`src/rtl/instr_pkg.sv`:
```
// rtl/instr_pkg.sv - mnemonic kind codes, opcode/funct constants and field packers for the instruction encoder
package instr_pkg;

  typedef enum logic [4:0] {
    K_ADDU  = 5'd0,  K_SUBU = 5'd1,  K_AND   = 5'd2,  K_OR  = 5'd3,
    K_SLTU  = 5'd4,  K_MULTU = 5'd5, K_MFHI  = 5'd6,  K_MFLO = 5'd7,
    K_LW    = 5'd8,  K_SW   = 5'd9,  K_BEQ   = 5'd10, K_BLTZ = 5'd11,
    K_ADDIU = 5'd12, K_J    = 5'd13, K_JAL   = 5'd14, K_LUI = 5'd15,
    K_ORI   = 5'd16
  } kind_e;

  typedef enum logic [1:0] {S_IDLE, S_ENCODE, S_WRITE} state_e;

  localparam logic [5:0] OP_RTYPE  = 6'b000000;
  localparam logic [5:0] OP_REGIMM = 6'b000001;
  localparam logic [5:0] OP_J      = 6'b000010;
  localparam logic [5:0] OP_JAL    = 6'b000011;
  localparam logic [5:0] OP_BEQ    = 6'b000100;
  localparam logic [5:0] OP_ADDIU  = 6'b001001;
  localparam logic [5:0] OP_ORI    = 6'b001101;
  localparam logic [5:0] OP_LUI    = 6'b001111;
  localparam logic [5:0] OP_LW     = 6'b100011;
  localparam logic [5:0] OP_SW     = 6'b101011;

  localparam logic [5:0] FN_MFHI  = 6'b010000;
  localparam logic [5:0] FN_MFLO  = 6'b010010;
  localparam logic [5:0] FN_MULTU = 6'b011001;
  localparam logic [5:0] FN_ADDU  = 6'b100001;
  localparam logic [5:0] FN_SUBU  = 6'b100011;
  localparam logic [5:0] FN_AND   = 6'b100100;
  localparam logic [5:0] FN_OR    = 6'b100101;
  localparam logic [5:0] FN_SLTU  = 6'b101011;

  function automatic logic [31:0] r_word(input logic [4:0] rs, input logic [4:0] rt,
                                         input logic [4:0] rd, input logic [5:0] fn);
    return {OP_RTYPE, rs, rt, rd, 5'd0, fn};
  endfunction

  function automatic logic [31:0] i_word(input logic [5:0] op, input logic [4:0] rs,
                                         input logic [4:0] rt, input logic [15:0] imm);
    return {op, rs, rt, imm};
  endfunction

endpackage

```
`src/rtl/instr_encoder_if.sv`:
```
// rtl/instr_encoder_if.sv - encode-request handshake bundle
interface instr_encoder_if;
  logic        req_valid;
  logic        req_ready;
  logic [4:0]  req_kind;
  logic [4:0]  rs;
  logic [4:0]  rt;
  logic [4:0]  rd;
  logic [25:0] imm;

  modport master (output req_valid, req_kind, rs, rt, rd, imm, input req_ready);
  modport slave  (input req_valid, req_kind, rs, rt, rd, imm, output req_ready);
endinterface

```
`src/rtl/instr_pack.sv`:
```
// rtl/instr_pack.sv - combinational kind+fields to 32-bit word packer with illegal-kind flag
module instr_pack
  import instr_pkg::*;
(
  input  logic [4:0]  kind,
  input  logic [4:0]  rs,
  input  logic [4:0]  rt,
  input  logic [4:0]  rd,
  input  logic [25:0] imm,
  output logic [31:0] word,
  output logic        illegal
);

  // Fields a mnemonic does not use are passed as literal zeros, never from the inputs.
  always_comb begin
    word    = '0;
    illegal = 1'b0;
    case (kind)
      K_ADDU:  word = r_word(rs, rt, rd, FN_ADDU);
      K_SUBU:  word = r_word(rs, rt, rd, FN_SUBU);
      K_AND:   word = r_word(rs, rt, rd, FN_AND);
      K_OR:    word = r_word(rs, rt, rd, FN_OR);
      K_SLTU:  word = r_word(rs, rt, rd, FN_SLTU);
      K_MULTU: word = r_word(rs, rt, 5'd0, FN_MULTU);
      K_MFHI:  word = r_word(5'd0, 5'd0, rd, FN_MFHI);
      K_MFLO:  word = r_word(5'd0, 5'd0, rd, FN_MFLO);
      K_LW:    word = i_word(OP_LW, rs, rt, imm[15:0]);
      K_SW:    word = i_word(OP_SW, rs, rt, imm[15:0]);
      K_BEQ:   word = i_word(OP_BEQ, rs, rt, imm[15:0]);
      K_BLTZ:  word = i_word(OP_REGIMM, rs, 5'd0, imm[15:0]);
      K_ADDIU: word = i_word(OP_ADDIU, rs, rt, imm[15:0]);
      K_J:     word = {OP_J, imm};
      K_JAL:   word = {OP_JAL, imm};
      K_LUI:   word = i_word(OP_LUI, 5'd0, rt, imm[15:0]);
      K_ORI:   word = i_word(OP_ORI, rs, rt, imm[15:0]);
      default: illegal = 1'b1;
    endcase
  end

endmodule

```
`src/rtl/instr_encoder.sv`:
```
// rtl/instr_encoder.sv - encodes requests into MIPS words and writes them to sequential instruction-memory addresses
module instr_encoder
  import instr_pkg::*;
#(
  parameter int AW = 8
) (
  input  logic            clk,
  input  logic            reset,
  instr_encoder_if.slave  req,
  input  logic            base_load,
  input  logic [AW-1:0]   base_addr,
  output logic            imem_we,
  output logic [AW-1:0]   imem_addr,
  output logic [31:0]     imem_wdata,
  output logic [AW:0]     wr_count,
  output logic            full,
  output logic            err
);

  localparam logic [AW:0] CAPACITY = {1'b1, {AW{1'b0}}};

  state_e      state;
  logic        armed;
  logic [4:0]  kind_q, rs_q, rt_q, rd_q;
  logic [25:0] imm_q;
  logic [31:0] word;
  logic        illegal;
  logic        take;

  // armed keeps ready low throughout reset and lets it rise on the first edge after release.
  assign req.req_ready = armed && (state == S_IDLE) && !full && !base_load;
  assign take          = req.req_valid && req.req_ready;

  instr_pack u_pack (
    .kind    (kind_q),
    .rs      (rs_q),
    .rt      (rt_q),
    .rd      (rd_q),
    .imm     (imm_q),
    .word    (word),
    .illegal (illegal)
  );

  always_ff @(posedge clk or negedge reset) begin
    if (!reset) begin
      state      <= S_IDLE;
      armed      <= 1'b0;
      kind_q     <= '0;
      rs_q       <= '0;
      rt_q       <= '0;
      rd_q       <= '0;
      imm_q      <= '0;
      imem_we    <= 1'b0;
      imem_addr  <= '0;
      imem_wdata <= '0;
      wr_count   <= '0;
      full       <= 1'b0;
      err        <= 1'b0;
    end else begin
      armed   <= 1'b1;
      imem_we <= 1'b0;
      case (state)
        S_IDLE: begin
          if (base_load) begin
            imem_addr <= base_addr;
            wr_count  <= '0;
            full      <= 1'b0;
            err       <= 1'b0;
          end else if (take) begin
            kind_q <= req.req_kind;
            rs_q   <= req.rs;
            rt_q   <= req.rt;
            rd_q   <= req.rd;
            imm_q  <= req.imm;
            state  <= S_ENCODE;
          end
        end
        S_ENCODE: begin
          if (illegal) begin
            err   <= 1'b1;
            state <= S_IDLE;
          end else begin
            imem_wdata <= word;
            imem_we    <= 1'b1;
            state      <= S_WRITE;
          end
        end
        S_WRITE: begin
          imem_addr <= imem_addr + 1'b1;
          wr_count  <= wr_count + 1'b1;
          full      <= (wr_count + 1'b1) == CAPACITY;
          state     <= S_IDLE;
        end
        default: state <= S_IDLE;
      endcase
    end
  end

endmodule

```
`src/flat_wrapper.sv`:
```
// flat-port wrapper written by rule: the top's interface ports become plain ports
module instr_encoder_flat import instr_pkg::*;
#(
  parameter int AW = 8
)
  (clk, reset, base_load, base_addr, imem_we, imem_addr, imem_wdata, wr_count, full, err, req_req_valid, req_req_kind, req_rs, req_rt, req_rd, req_imm, req_req_ready);
  instr_encoder_if req_i ();
  input  logic clk;
  input  logic reset;
  input  logic base_load;
  input  logic [AW-1:0] base_addr;
  output logic imem_we;
  output logic [AW-1:0] imem_addr;
  output logic [31:0] imem_wdata;
  output logic [AW:0] wr_count;
  output logic full;
  output logic err;
  input wire logic [$bits(req_i.req_valid)-1:0] req_req_valid;
  input wire logic [$bits(req_i.req_kind)-1:0] req_req_kind;
  input wire logic [$bits(req_i.rs)-1:0] req_rs;
  input wire logic [$bits(req_i.rt)-1:0] req_rt;
  input wire logic [$bits(req_i.rd)-1:0] req_rd;
  input wire logic [$bits(req_i.imm)-1:0] req_imm;
  output wire logic [$bits(req_i.req_ready)-1:0] req_req_ready;
  assign req_i.req_valid = req_req_valid;
  assign req_i.req_kind = req_req_kind;
  assign req_i.rs = req_rs;
  assign req_i.rt = req_rt;
  assign req_i.rd = req_rd;
  assign req_i.imm = req_imm;
  assign req_req_ready = req_i.req_ready;
  instr_encoder #(.AW(AW)) u_core (.clk(clk), .reset(reset), .req(req_i), .base_load(base_load), .base_addr(base_addr), .imem_we(imem_we), .imem_addr(imem_addr), .imem_wdata(imem_wdata), .wr_count(wr_count), .full(full), .err(err));
endmodule
```
`config.mk`:
```
export PLATFORM = sky130hd
export DESIGN_NAME = instr_encoder_flat
export DESIGN_NICKNAME = d
export VERILOG_FILES = /design/src/rtl/instr_pkg.sv /design/src/rtl/instr_encoder_if.sv /design/src/rtl/instr_pack.sv /design/src/rtl/instr_encoder.sv /design/src/flat_wrapper.sv
export SDC_FILE = /design/constraint.sdc
export NUM_CORES = 1
export LEC_CHECK = 0
export BUFFER_PORTS_ARGS = -buffer_cell sky130_fd_sc_hd__buf_2
export CORE_MARGIN = 5
export CORE_UTILIZATION = 48
export DETAILED_ROUTE_END_ITERATION = 12
export PLACE_DENSITY = 0.87
export SLEW_MARGIN = 5
export SYNTH_ARGS = -nofsm -noshare
export SYNTH_HDL_FRONTEND = slang
export SYNTH_SLANG_ARGS = --single-unit
```
`constraint.sdc`:
```
create_clock -name clk -period 1.6 [get_ports clk]
set_clock_uncertainty 0.05 [all_clocks]
set_input_delay 0.08 -clock clk [delete_from_list [all_inputs] [get_ports clk]]
set_output_delay 0.08 -clock clk [all_outputs]
set_load 0.05 [all_outputs]
```
; Word level (Yosys, flattened, before mapping)
; Cells that the tools add are included.
[word_totals]
ff_bits = 101
inputBits = 58
output_inout_bits = 53
word_cells = 70
[classes]
n_addsub = 2
n_eq_ne = 23
muxes = 15
n_bitwise = 1
reduce_logical = 16
[op_table]
columns = operator, n
row1 = 32-bit case mux with 17 select lines, 1
row2 = 5-bit by 4-bit == test with 1-bit output (second input constant), 8
row3 = 5-bit by 3-bit == test with 1-bit output (second input constant), 4
row4 = 9-bit case mux with 2 select lines, 1
row5 = 17-bit OR reduction, 1
row6 = 8-bit case mux with 2 select lines, 1
row7 = 5-bit by 2-bit == test with 1-bit output (second input constant), 2
row8 = 9-bit by 1-bit adder with 9-bit output (second input constant), 1
row9 = 9-bit == test (second input constant), 1
row10 = 9-bit 2-to-1 mux, 1
row11 = 8-bit by 1-bit adder with 8-bit output (second input constant), 1
row12 = 8-bit 2-to-1 mux, 1
row13 = 2-bit 2-to-1 mux, 3
row14 = 2-bit != test (second input constant), 3
row15 = 2-bit AND reduction, 3
row16 = 3-bit AND reduction, 2
row17 = 5-bit by 1-bit == test with 1-bit output (second input constant), 1
row18 = 5-bit == test (second input constant), 1
row19 = 5-bit logical NOT, 1
row20 = 1-bit logical AND, 4
row21 = 1-bit 2-to-1 mux, 4
row22 = 1-bit case mux with 2 select lines, 2
row23 = 2-bit case mux with 2 select lines, 1
row24 = 2-bit nonzero test, 2
row25 = other kinds (6), 7

; Logic depth before layout (Yosys ltp)
; Gate-level depths: netlist of run 1.
[depth]
depth_word = 8
mapped_depth = 9
depth_no_buf = 5

; Modules after synthesis
; From an unflattened synthesis of run 1, not the netlist that was laid out.
[hier_totals]
hier_cells = 379
area_unflattened_um2 = 4792.1
[modules_own_cells]
columns = mod, instances, cells_each, area_per_inst_um2, seq_area_each_um2
row1 = instr_encoder, 1, 293, 4210.3, 2527.4
row2 = instr_pack, 1, 86, 581.8, 0.0

; Worst setup path before layout of run 1
; No wires, ideal clock.
[synth_path]
kind = register -> register
from = reg u_core.full
to = reg u_core.imm_q[0]
setup_time_ps = 125
arrival_time_ps = 2495
required_ps = 1425
slack_ps = -1070
path_stages_with_launch = 7
path_buffers = 2
path_cell_list = dfrtp_1 > nand2b_1 > nor4_2 > nand2_1 > buf_2 > buf_2 > mux2_2
[synth_via]
elab_chain_len = 5
[synth_rtl]
columns = element, line
row1 = from (decl), instr_encoder.sv:16  ; output logic full,
row2 = from (signal assigned), instr_encoder.sv:57  ; full <= 1'b0;
row3 = from (signal assigned), instr_encoder.sv:67  ; full <= 1'b0;
row4 = from (signal assigned), instr_encoder.sv:91  ; full <= (wr_count + 1'b1) == CAPACITY;
row5 = 1-bit logical NOT, instr_encoder.sv:31  ; assign req.req_ready = armed && (state == S_IDLE) && !full && !base_load;
row6 = 1-bit logical AND (2 in series), instr_encoder.sv:31
row7 = via req_req_ready, flat_wrapper.sv:24  ; output wire logic [$bits(req_i.req_ready)-1:0] req_req_ready;
row8 = 1-bit logical AND, instr_encoder.sv:32  ; assign take = req.req_valid && req.req_ready;
row9 = 3-bit AND reduction (no line), --
row10 = to (signal assigned), instr_encoder.sv:74  ; imm_q <= req.imm;
row11 = to (decl), instr_encoder.sv:25  ; logic [25:0] imm_q;
; The timed path passes the listed nets, and every way through them passes these cells.
; A chain may end at the register's enable or synchronous reset.

; Final worst setup path of run 1
[layout_path]
from = reg u_core.kind_q[1]
to = reg u_core.imem_wdata[0]
[layout_via]
elab_chain_len = 3
elab_cells_between_ends = 20
classes_between = 16 x eq/ne / 1 x mux / 3 x reduce/logical
[layout_rtl]
columns = element, line
row1 = from (decl), instr_encoder.sv:24  ; logic [4:0] kind_q, rs_q, rt_q, rd_q;
row2 = from (signal assigned), instr_encoder.sv:70  ; kind_q <= req.req_kind;
row3 = "5-bit == test, or another cell as far along", instr_pack.sv:18  ; case (kind)
row4 = 17-bit OR reduction (no line), --
row5 = 2-bit AND reduction (no line), --
row6 = to (signal assigned), instr_encoder.sv:83  ; imem_wdata <= word;
row7 = to (decl), instr_encoder.sv:14  ; output logic [31:0] imem_wdata,
; Several ways; a longest one is shown, not always the timed one.

==> summary.md, run 1 <==
| Metric | Value |
|---|---|
| Failing checks | negative setup slack |
| Setup WS post-layout | -0.169 ns |
| Fillers | 587 |
| Number of diodes | 0 |
| Clock-pin slew on the worst setup and hold paths | 0.11 ns |
| Die Area | 0.0116 mm2 |
| Commonest non-fill, non-tap cells in the layout | 108 x buf_2, 86 x dfrtp_1, 55 x dlygate4sd3_1 |
| Final setup vio count | 61 |
| Fmax | 565 MHz |
| Die Height | 108 um |
| Pins Over Slew Limit | 0 |
| Gate Count Post-Synth | 416 |
| CTS root buffer | clkbuf_8 |
| Worst-skew pair later-pin latency | 0.38 ns |
| Crit path required time | 1.82 ns |
| Largest delay share family, worst path | compound AO/OA/AOI/OAI gates |
| Period utilization | 1.11 |
| Port Buffers | 109 |
| Nets@finish | 677 |
| Routed wire length | 14.7 mm |
| Pre-antenna DRT Iters | 5 |
| Syn_area_per_cell | 11.1 um2 |
| Starting Density | 0.496 |
| Slowest-stage cell, CP | o41ai_4 |
| Cell count after placement | 662 |
| DRC Markers | 0 |
| CP bufs+invs | 2 |
| HP Class | in2async |
| Pwr Density | 1390 mW/mm2 |
| CTS tree | built |
| Critical path cell sequence | o41ai_4, nand2b_4, inv_8, buf_12, nor2_2, a31oi_1 |
| Final hold violations | 0 |
| Crit end category | flop |
| Largest net degree at the start of global routing | 45 |
| WL per Instance | 19.6 um |
| Kind of critical path | reg2reg |
| Reg area | 0.00252 mm2 |
| Worst EP arrival | 1.99 ns |
| Layout cells sized above 1 | 0.489 |
| Crit Path Max Fanout | 7 |
| Seq/Total Area, Yosys | 0.544 |
| Global-route wire length before repair | 20.2 mm |
| Via count | 4316 |
| Core box area | 0.00928 mm2 |
| Count of different cell masters after synthesis | 54 |
| Max incr delay on CP | 0.44 ns |
| Final Wtd Congestion | 0.943 |
| CTS Buffer Depth | 2 |
| Post-synth EDFFs | 0 |
| Antenna violations before repair | 0 |
| Chip Width | 108 um |
| Global route total overflow | 0 |
| Syn Nets | 477 |
| Final ANT Viol Nets | 0 |
| Layout area overhead | 47.7% |
| Rows | 35 |
| Cts bufs inserted | 9 |
| Async set-reset flop share out of synthesis | 1.00 |
| Number of global-route vias before repair | 4195 |
| IO Pins | 111 |
| Rel. slew slack | 0.565 |
| Commonest non-fill, non-tap cell in the layout | buf_2 |
| Status | complete, but fails checks |
| DR iter-0 viols | 307 |
| Max-Cap Viols | 0 |
| Area of the multi-input gates | 0.00222 mm2 |
| Main synth FF type | dfrtp_1 |
| Vias per Instance | 5.76 |
| H-tree level count | 3 |
| Slew @ Worst Pin | 0.650 ns |
| Synth warn | 0 |
| Final Non-Filler Cells | 749 |
| Crit path time final | 1.77 ns |
| Util after Layout | 0.732 |
| Clock sinks | 100 |
| Maximum vdd ir drop | 0.000784 V |
| FF+latch count, synth | 100 |
| Detailed placement HPWL | 8.49 mm |
| Total Power | 9.48 mW |
| All-Layer GR Usage | 0.219 |
| CP Launch Type | flop |
| Mapped cell area | 0.00460 mm2 |
| RSZ-0062 raised after global routing | true |
| Leakage power total | 3.11 nW |
==> synth_stat cells, drive strengths merged, types with 2 or more instances <==
library cell	instances	area, um2
a22oi	3	22.5
a31oi	5	31.3
a2bb2oi	2	17.5
nor2	44	165
o22ai	2	12.5
mux2	46	518
nand3	8	40.0
a311oi	3	26.3
a221o	3	30.0
o21ai	26	130
nand4	5	31.3
o41ai	3	45.1
a22o	7	61.3
and3	4	25.0
a21o	4	30.0
a221oi	5	43.8
nand3b	2	15.0
o31ai	2	15.0
a211oi	3	22.5
inv	5	23.8
nor2b	3	18.8
nor4	4	31.3
ha	3	37.5
nand2	30	113
and2	3	18.8
nor3b	2	20.0
nor3	3	15.0
a21oi	26	130
xnor2	2	17.5
conb	2	7.51
nand2b	8	52.6
o211ai	2	15.0
buf	17	133
dfrtp	100	2500
clkbuf	13	50.0
o21a	2	15.0
a32oi	5	43.8
o221ai	2	17.5
==> registers in the layout, indices dropped and copies added (netlist names), 2 cells and up <==
name,cells
u_core.imem_addr,8
u_core.imem_wdata,31
u_core.imm_q,26
u_core.kind_q,5
u_core.rd_q,5
u_core.rs_q,5
u_core.rt_q,5
u_core.state,2
u_core.wr_count,9
==> metal layers <==
| metal | global-route usage | wire length, um | vias up | part of all wire |
|---|---|---|---|---|
| li1 | - | - | 1901 | - |
| met2 | 0.389 | 7760 | 227 | 0.53 |
| met3 | 0.0406 | 892 | 65 | 0.061 |
| met1 | 0.259 | 5350 | 2123 | 0.36 |
| met5 | 0 | 0 | - | 0 |
| met4 | 0.0965 | 663 | 0 | 0.045 |
==> path summary, 6_finish.rpt <==
check | startpoint | to | slack [ns] | cells after the start
min in group clk | req_req_valid | u_core.imm_q[7] | 0.26 | 4
max in group asynchronous | reset | u_core.kind_q[3] | 0.83 | 3
min | reset | u_core.wr_count[6] | 0.06 | 2
max | u_core.kind_q[1] | u_core.imem_wdata[0] | -0.17 | 6
max reg2reg | u_core.kind_q[1] | u_core.imem_wdata[0] | -0.17 | 6
min reg2reg | u_core.imem_wdata[5] | u_core.imem_wdata[5] | 0.44 | 2
==> layout make-up <==
cell class              instances  share of cell area
well taps                     129              0.0237
repair buffers                219               0.247
clock inverters                 6             0.00975
inverters                       5             0.00386
multi-input cells             281               0.327
clock buffers                   9              0.0182
flip-flops and latches        100               0.371
==> metrics by stage <==
stage / hold slack, ns / worst slack, ns / instance area, um2 / setup TNS (ns)
6_report: 0.0627 / -0.169 / 6800 / -1.65
5_1_grt: 0.0839 / -0.187 / 6800 / -4.71
4_1_cts: 0.0752 / -0.0204 / 6340 / -0.0547
3_5_place_dp: -0.0628 / -0.113 / 5530 / -1.63
3_3_place_gp: -0.0665 / -0.117 / 5530 / -0.837
2_1_floorplan: -0.266 / -0.630 / 4730 / -28.44
==> timing repair <==
action / CTS / global route
setup buffers: 1 / 11
hold buffers: 55 / 0
endpoints found under the setup margin: 49 / 78
hold endpoints to repair: 154 / 0
gates cloned: 0 / 5
gates resized for setup: 16 / 84
pin swaps: 5 / 20
==> report_power, final <==
| part | internal (mW) | total (mW) | switching (mW) |
|---|---|---|---|
| logic | 1.45 | 4.11 | 2.66 |
| registers | 3.18 | 3.74 | 0.563 |
| clock network | 0.714 | 1.63 | 0.917 |
| total | 5.34 | 9.48 | 4.14 |
==> logic make-up (layout without fill, tap and decap cells) <==
group / Yosys count / count (layout) / share of synthesized area
DFF: 100 / 100 / 0.544
buffers and inverters: 35 / 239 / 0.0448
and+or+nand+nor: 120 / 120 / 0.126
AOI/OAI and AO/OA: 107 / 107 / 0.158
other: 2 / 2 / 0.00163
adders and majority gates: 3 / 3 / 0.00816
xor gates and xnor gates: 3 / 3 / 0.00571
muxes: 46 / 46 / 0.113
Note: power is estimated with default switching activity, not from simulation.
==> run 2: changes to the inputs <==
--- a/config.mk
+++ b/config.mk
@@ -10,6 +10,7 @@
 export CORE_UTILIZATION = 48
 export DETAILED_ROUTE_END_ITERATION = 12
 export PLACE_DENSITY = 0.87
+export SETUP_SLACK_MARGIN = 0.5
 export SLEW_MARGIN = 5
 export SYNTH_ARGS = -nofsm -noshare
 export SYNTH_HDL_FRONTEND = slang
==> run 2 against run 1 <==
The flow still finishes with violations (negative setup slack); non-clock buffer count up 38; register-to-register slack better by 0.03 ns; final cell count up 5.3%; maximum frequency up 1.8%; die area unchanged; total power up 11%; setup slack better by 0.030 ns; final area up 15%; first-iteration DRC count up 24%; utilization up 11 points; critical endpoint is now u_core.imem_wdata[15].
==> summary.md, run 2 (same netlist as run 1, synthesis figures left out) <==
| Metric | Value |
|---|---|
| Status | complete, but fails checks |
| Failing checks | negative setup slack |
| Final Wtd Congestion | 0.931 |
| Core box area | 0.00928 mm2 |
| HP Class | in2reg |
| Layout area overhead | 69.3% |
| Hold path cells | 4 |
| Vias per Instance | 5.98 |
| Number of diodes | 0 |
| Max-Cap Viols | 0 |
| Number of global-route vias before repair | 4885 |
| Crit path required time | 1.80 ns |
| CTS Buffer Depth | 2 |
| RSZ-0062 raised after global routing | true |
| Pwr Density | 1350 mW/mm2 |
| Port Buffers | 109 |
| Final ANT Viol Nets | 0 |
| Hold EP | u_core.state[0] |
| Crit Path Max Fanout | 6 |
| Final Non-Filler Cells | 789 |
| Hold Path Origin | req_req_valid |
| CP Launch Type | flop |
| Final hold violations | 0 |
| Leakage power total | 3.48 nW |
| Starting Density | 0.496 |
| Maximum vdd ir drop | 0.00100 V |
| Largest net degree at the start of global routing | 48 |
| Crit path launch | u_core.kind_q[0] |
| WL per Instance | 23.2 um |
| Worst-skew pair later-pin latency | 0.38 ns |
| Chip Width | 108 um |
| Rows | 35 |
| Clock-pin slew on the worst setup and hold paths | 0.12 ns |
| Global route total overflow | 0 |
| NetSw | 4.50 mW |
| Pins Over Slew Limit | 0 |
| Fmax | 575 MHz |
| Routed wire length | 18.3 mm |
| Reg2reg start | u_core.kind_q[0] |
| Via count | 4718 |
| Internal power | 6.02 mW |
| Net Sw Frac | 0.428 |
| Detailed placement HPWL | 8.72 mm |
| Period utilization | 1.09 |
| Pre-antenna DRT Iters | 5 |
| Clock sinks | 100 |
| Antenna violations before repair | 0 |
| Comb power frac | 0.470 |
| Die Area | 0.0116 mm2 |
| DRC Markers | 0 |
| Kind of critical path | reg2reg |
| IO Pins | 111 |
| WHS | 0.0970 ns |
| All-Layer GR Usage | 0.286 |
| Cell count after placement | 664 |
| Die Height | 108 um |
| Worst R2R Path Depth | 6 |
| Layout cells sized above 1 | 0.571 |
| Util after Layout | 0.840 |
| Setup WS post-layout | -0.138 ns |
| Max reg flops | 31 |
| CTS root buffer | clkbuf_8 |
| H-tree level count | 3 |
| Slowest-stage cell, CP | dfrtp_1 |
| Final setup vio count | 83 |
| CTS tree | built |
| Commonest non-fill, non-tap cells in the layout | 83 x dfrtp_1, 61 x buf_6, 58 x buf_2 |
| Crit end category | flop |
| Critical path cell sequence | buf_4, o41ai_4, nand2b_4, buf_6, a221oi_2, nor2_1 |
| Clock power share | 0.168 |
| Top flop regs | u_core.imem_wdata: 31 flops, u_core.imm_q: 26 flops, u_core.wr_count: 9 flops |
| Top reg by flops | u_core.imem_wdata |
| Nets@finish | 716 |
| Commonest non-fill, non-tap cell in the layout | dfrtp_1 |
| Worst R2R End | u_core.imem_wdata[15] |
| DP Worst Slack | -0.178 ns |
| Crit path time final | 1.74 ns |
| Max incr delay on CP | 0.41 ns |
| Cts bufs inserted | 9 |
| Worst EP arrival | 1.94 ns |
| DR iter-0 viols | 381 |
| R2r setup slk | -0.14 ns |
| Global-route wire length before repair | 25.8 mm |
| Seq pwr share | 0.362 |
[run 2: cell types whose count changed in the layout (fill, tap and decap cells not counted), sizes merged]
cell / change
clkinv: -1
buf: +39
clkinvlp: -3
inv: +4
nor2: +1
[run 2: final cells by class]
type | instances | area, um2
Clock inverter | 6 | 76.3
Timing Repair Buffer | 257 | 2430
Fill cell | 412 | 1490
Sequential cell | 100 | 2520
Multi-Input combinational cell | 282 | 2450
Inverter | 5 | 23.8
Clock buffer | 10 | 128
Tap cell | 129 | 161
[run 2: timing repair]
action	4_1_cts	5_1_grt
hold endpoints to repair	142	0
hold buffers	55	0
setup endpoints to repair	151	148
pin swaps	39	19
buffers inserted	25	24
gates resized for setup	191	68
gates cloned	4	1
[run 2: worst max-delay path: cells and delay by family, from the launching register on]
| family | cells | cell delay, ns |
|---|---|---|
| AO/OA/AOI/OAI | 2 | 0.52 |
| flip-flops | 1 | 0.41 |
| buffers and inverters | 2 | 0.33 |
| AND/OR/NAND/NOR | 2 | 0.30 |
[run 2: worst max-delay path by stage]
stage / to / slack [ns] / cells after the start
after floorplan: u_core.imm_q[0] / -0.63 / 6
after global placement: u_core.imem_wdata[19] / -0.09 / 5
after detailed placement: u_core.imem_wdata[17] / -0.18 / 5
after CTS: u_core.imem_wdata[13] / -0.07 / 5
after global routing: u_core.imem_wdata[22] / -0.18 / 6
final: u_core.imem_wdata[15] / -0.14 / 6
[run 2: power groups by stage]
| stage | Clock (mW) | Sequential [mW] | Combinational, mW |
|---|---|---|---|
| 6_report | 1.76 | 3.81 | 4.95 |
| 5_1_grt | 1.85 | 3.86 | 5.16 |
| 4_1_cts | 1.70 | 3.73 | 4.29 |
| 2_1_floorplan | 0 | 4.84 | 1.29 |
| 3_3_place_gp | 0 | 3.64 | 3.42 |
| 3_5_place_dp | 0 | 3.69 | 3.53 |
[run 2: layer usage]
layer  GRT usage  routed length [um]  vias to the layer above
met4       0.137                 957                        0
met5           0                   0                        -
met2       0.512                9930                      334
met3      0.0537                1180                       98
met1       0.329                6250                     2305
li1            -                   -                     1981
[run 2: per-stage QoR]
stage | power [mW] | instance area, um2 | setup TNS (ns)
2_1_floorplan | 6.13 | 4840 | -28.65
3_3_place_gp | 7.07 | 5650 | -1.18
3_5_place_dp | 7.22 | 5650 | -3.34
4_1_cts | 9.72 | 7310 | -1.25
5_1_grt | 10.9 | 7790 | -6.71
6_report | 10.5 | 7790 | -4.24
==> run 3: changes to the inputs <==
--- a/config.mk
+++ b/config.mk
@@ -11,6 +11,7 @@
 export DETAILED_ROUTE_END_ITERATION = 12
 export PLACE_DENSITY = 0.87
 export SETUP_SLACK_MARGIN = 0.5
+export SKIP_CTS_REPAIR_TIMING = 1
 export SLEW_MARGIN = 5
 export SYNTH_ARGS = -nofsm -noshare
 export SYNTH_HDL_FRONTEND = slang
==> run 3 against run 2 <==
The run still ends with negative setup slack left; combinational power down 3%; count of clock-buffer cells in the layout unchanged; utilization down 2.0 points; critical path depth unchanged; die area unchanged; sequential power about the same; critical endpoint is now u_core.imem_wdata[25]; largest cell class unchanged.
==> summary.md, run 3 (same netlist as run 1, synthesis figures left out) <==
| Metric | Value |
|---|---|
| Status | complete, but fails checks |
| Failing checks | negative setup slack |
| Crit path required time | 1.85 ns |
| Crit end category | flop |
| CTS root buffer | clkbuf_8 |
| DRC Markers | 0 |
| Layout area overhead | 65.3% |
| Critical path cell sequence | buf_4, or3_1, a21oi_2, buf_4, o21ai_0, a21oi_1 |
| Leakage power total | 3.38 nW |
| All-Layer GR Usage | 0.208 |
| Nets@finish | 705 |
| Number of global-route vias before repair | 3898 |
| Number of diodes | 0 |
| Crit path time final | 1.80 ns |
| Max reg flops | 31 |
| CP Launch Type | flop |
| Starting Density | 0.496 |
| Clock-pin slew on the worst setup and hold paths | 0.11 ns |
| IO Pins | 111 |
| Global-route wire length before repair | 19.2 mm |
| Clock sinks | 100 |
| Worst EP arrival | 2.05 ns |
| Fmax | 556 MHz |
| Via count | 4622 |
| Cts bufs inserted | 9 |
| Rows | 35 |
| CTS Buffer Depth | 2 |
| Final setup vio count | 61 |
| WHS | 0.0804 ns |
| Final Wtd Congestion | 0.931 |
| Most used cell, CP | buf_4 |
| Fillers | 461 |
| Crit Path Max Fanout | 5 |
| Largest delay share family, worst path | compound AO/OA/AOI/OAI gates |
| Routed wire length | 17.8 mm |
| Worst-skew pair later-pin latency | 0.39 ns |
| Final hold violations | 0 |
| Fin area | 0.00761 mm2 |
| Antenna violations before repair | 0 |
| Slowest-stage cell, CP | dfrtp_1 |
| CTS tree | built |
| Period utilization | 1.12 |
| WL per Instance | 22.8 um |
| Top flop regs | u_core.imem_wdata: 31 flops, u_core.imm_q: 26 flops, u_core.wr_count: 9 flops |
| Global route total overflow | 0 |
| Max-Cap Viols | 0 |
| Max incr delay on CP | 0.45 ns |
| RSZ-0062 raised after global routing | true |
| DR iter-0 viols | 308 |
| Commonest non-fill, non-tap cells in the layout | 82 x dfrtp_1, 56 x buf_2, 55 x dlygate4sd3_1 |
| Core box area | 0.00928 mm2 |
| Final ANT Viol Nets | 0 |
| Pins Over Slew Limit | 0 |
| HP Class | in2reg |
| Area of the multi-input gates | 0.00239 mm2 |
| Setup WS post-layout | -0.199 ns |
| Maximum vdd ir drop | 0.000955 V |
| Chip Width | 108 um |
| Detailed placement HPWL | 8.72 mm |
| Top reg by flops | u_core.imem_wdata |
| Port Buffers | 109 |
| Reg area | 0.00252 mm2 |
| CP bufs+invs | 2 |
| Pre-antenna DRT Iters | 7 |
| Vias per Instance | 5.94 |
| Pwr Density | 1360 mW/mm2 |
| Largest net degree at the start of global routing | 48 |
| Die Area | 0.0116 mm2 |
| Die Height | 108 um |
| Dpl cell area | 0.00565 mm2 |
| H-tree level count | 3 |
| Layout cells sized above 1 | 0.549 |
| Kind of critical path | reg2reg |
| Commonest non-fill, non-tap cell in the layout | dfrtp_1 |
-- run 3: cell types whose count changed in the layout (fill, tap and decap cells not counted), moves of 3 or more --
cell     change
buf_12       -3
nand2_1      +3
nor2_4       +4
nor2_2       -4
buf_8        +3
buf_6        -7
-- run 3: metal layers --
| metal | global-route usage | share of wire | vias up |
|---|---|---|---|
| li1 | - | - | 1962 |
| met1 | 0.272 | 0.35 | 2260 |
| met2 | 0.355 | 0.53 | 301 |
| met3 | 0.0418 | 0.064 | 99 |
| met4 | 0.0568 | 0.054 | 0 |
| met5 | 0 | 0 | - |
-- run 3: power by group --
part	total, mW	internal [mW]	switching, mW
clock network	1.76	0.756	1.00
logic	4.80	2.00	2.80
registers	3.82	3.18	0.639
total	10.4	5.94	4.44
-- run 3: tightest hold or removal path, delay by kind of cell --
family | cells | cell delay, ns
buf+inv | 3 | 0.31
simple gates | 1 | 0.09
-- run 3: path summary, 6_finish.rpt --
path | slack (ns) | cells past startpoint | to | startpoint
setup / recovery | -0.20 | 6 | u_core.imem_wdata[25] | u_core.kind_q[0]
hold / removal | 0.08 | 4 | u_core.state[0] | req_req_valid
setup reg to reg | -0.20 | 6 | u_core.imem_wdata[25] | u_core.kind_q[0]
hold reg to reg | 0.47 | 2 | u_core.imem_wdata[1] | u_core.imem_wdata[1]
max in group asynchronous | 0.78 | 3 | u_core.imm_q[2] | reset
min in group asynchronous | 0.14 | 2 | u_core.wr_count[0] | reset
-- run 3: cell type report --
type	instances	share of cell area
clock buffers	10	0.0168
flip-flops and latches	100	0.332
inverters	5	0.00312
repair buffers	246	0.303
well taps	129	0.0212
multi-input cells	282	0.314
clock inverters	6	0.0100
-- run 3: metrics by stage --
stage | instances | utilization | TNS, ns | total power [mW] | setup WS [ns]
floorplan | 416 | - | -28.65 | 6.13 | -0.630
global placement | 664 | 0.609 | -1.18 | 7.07 | -0.0934
detailed placement | 664 | 0.609 | -3.34 | 7.22 | -0.178
CTS | 680 | 0.631 | -4.89 | 8.90 | -0.203
global route | 778 | 0.819 | -6.22 | 10.7 | -0.254
finish | 778 | 0.819 | -3.31 | 10.4 | -0.199
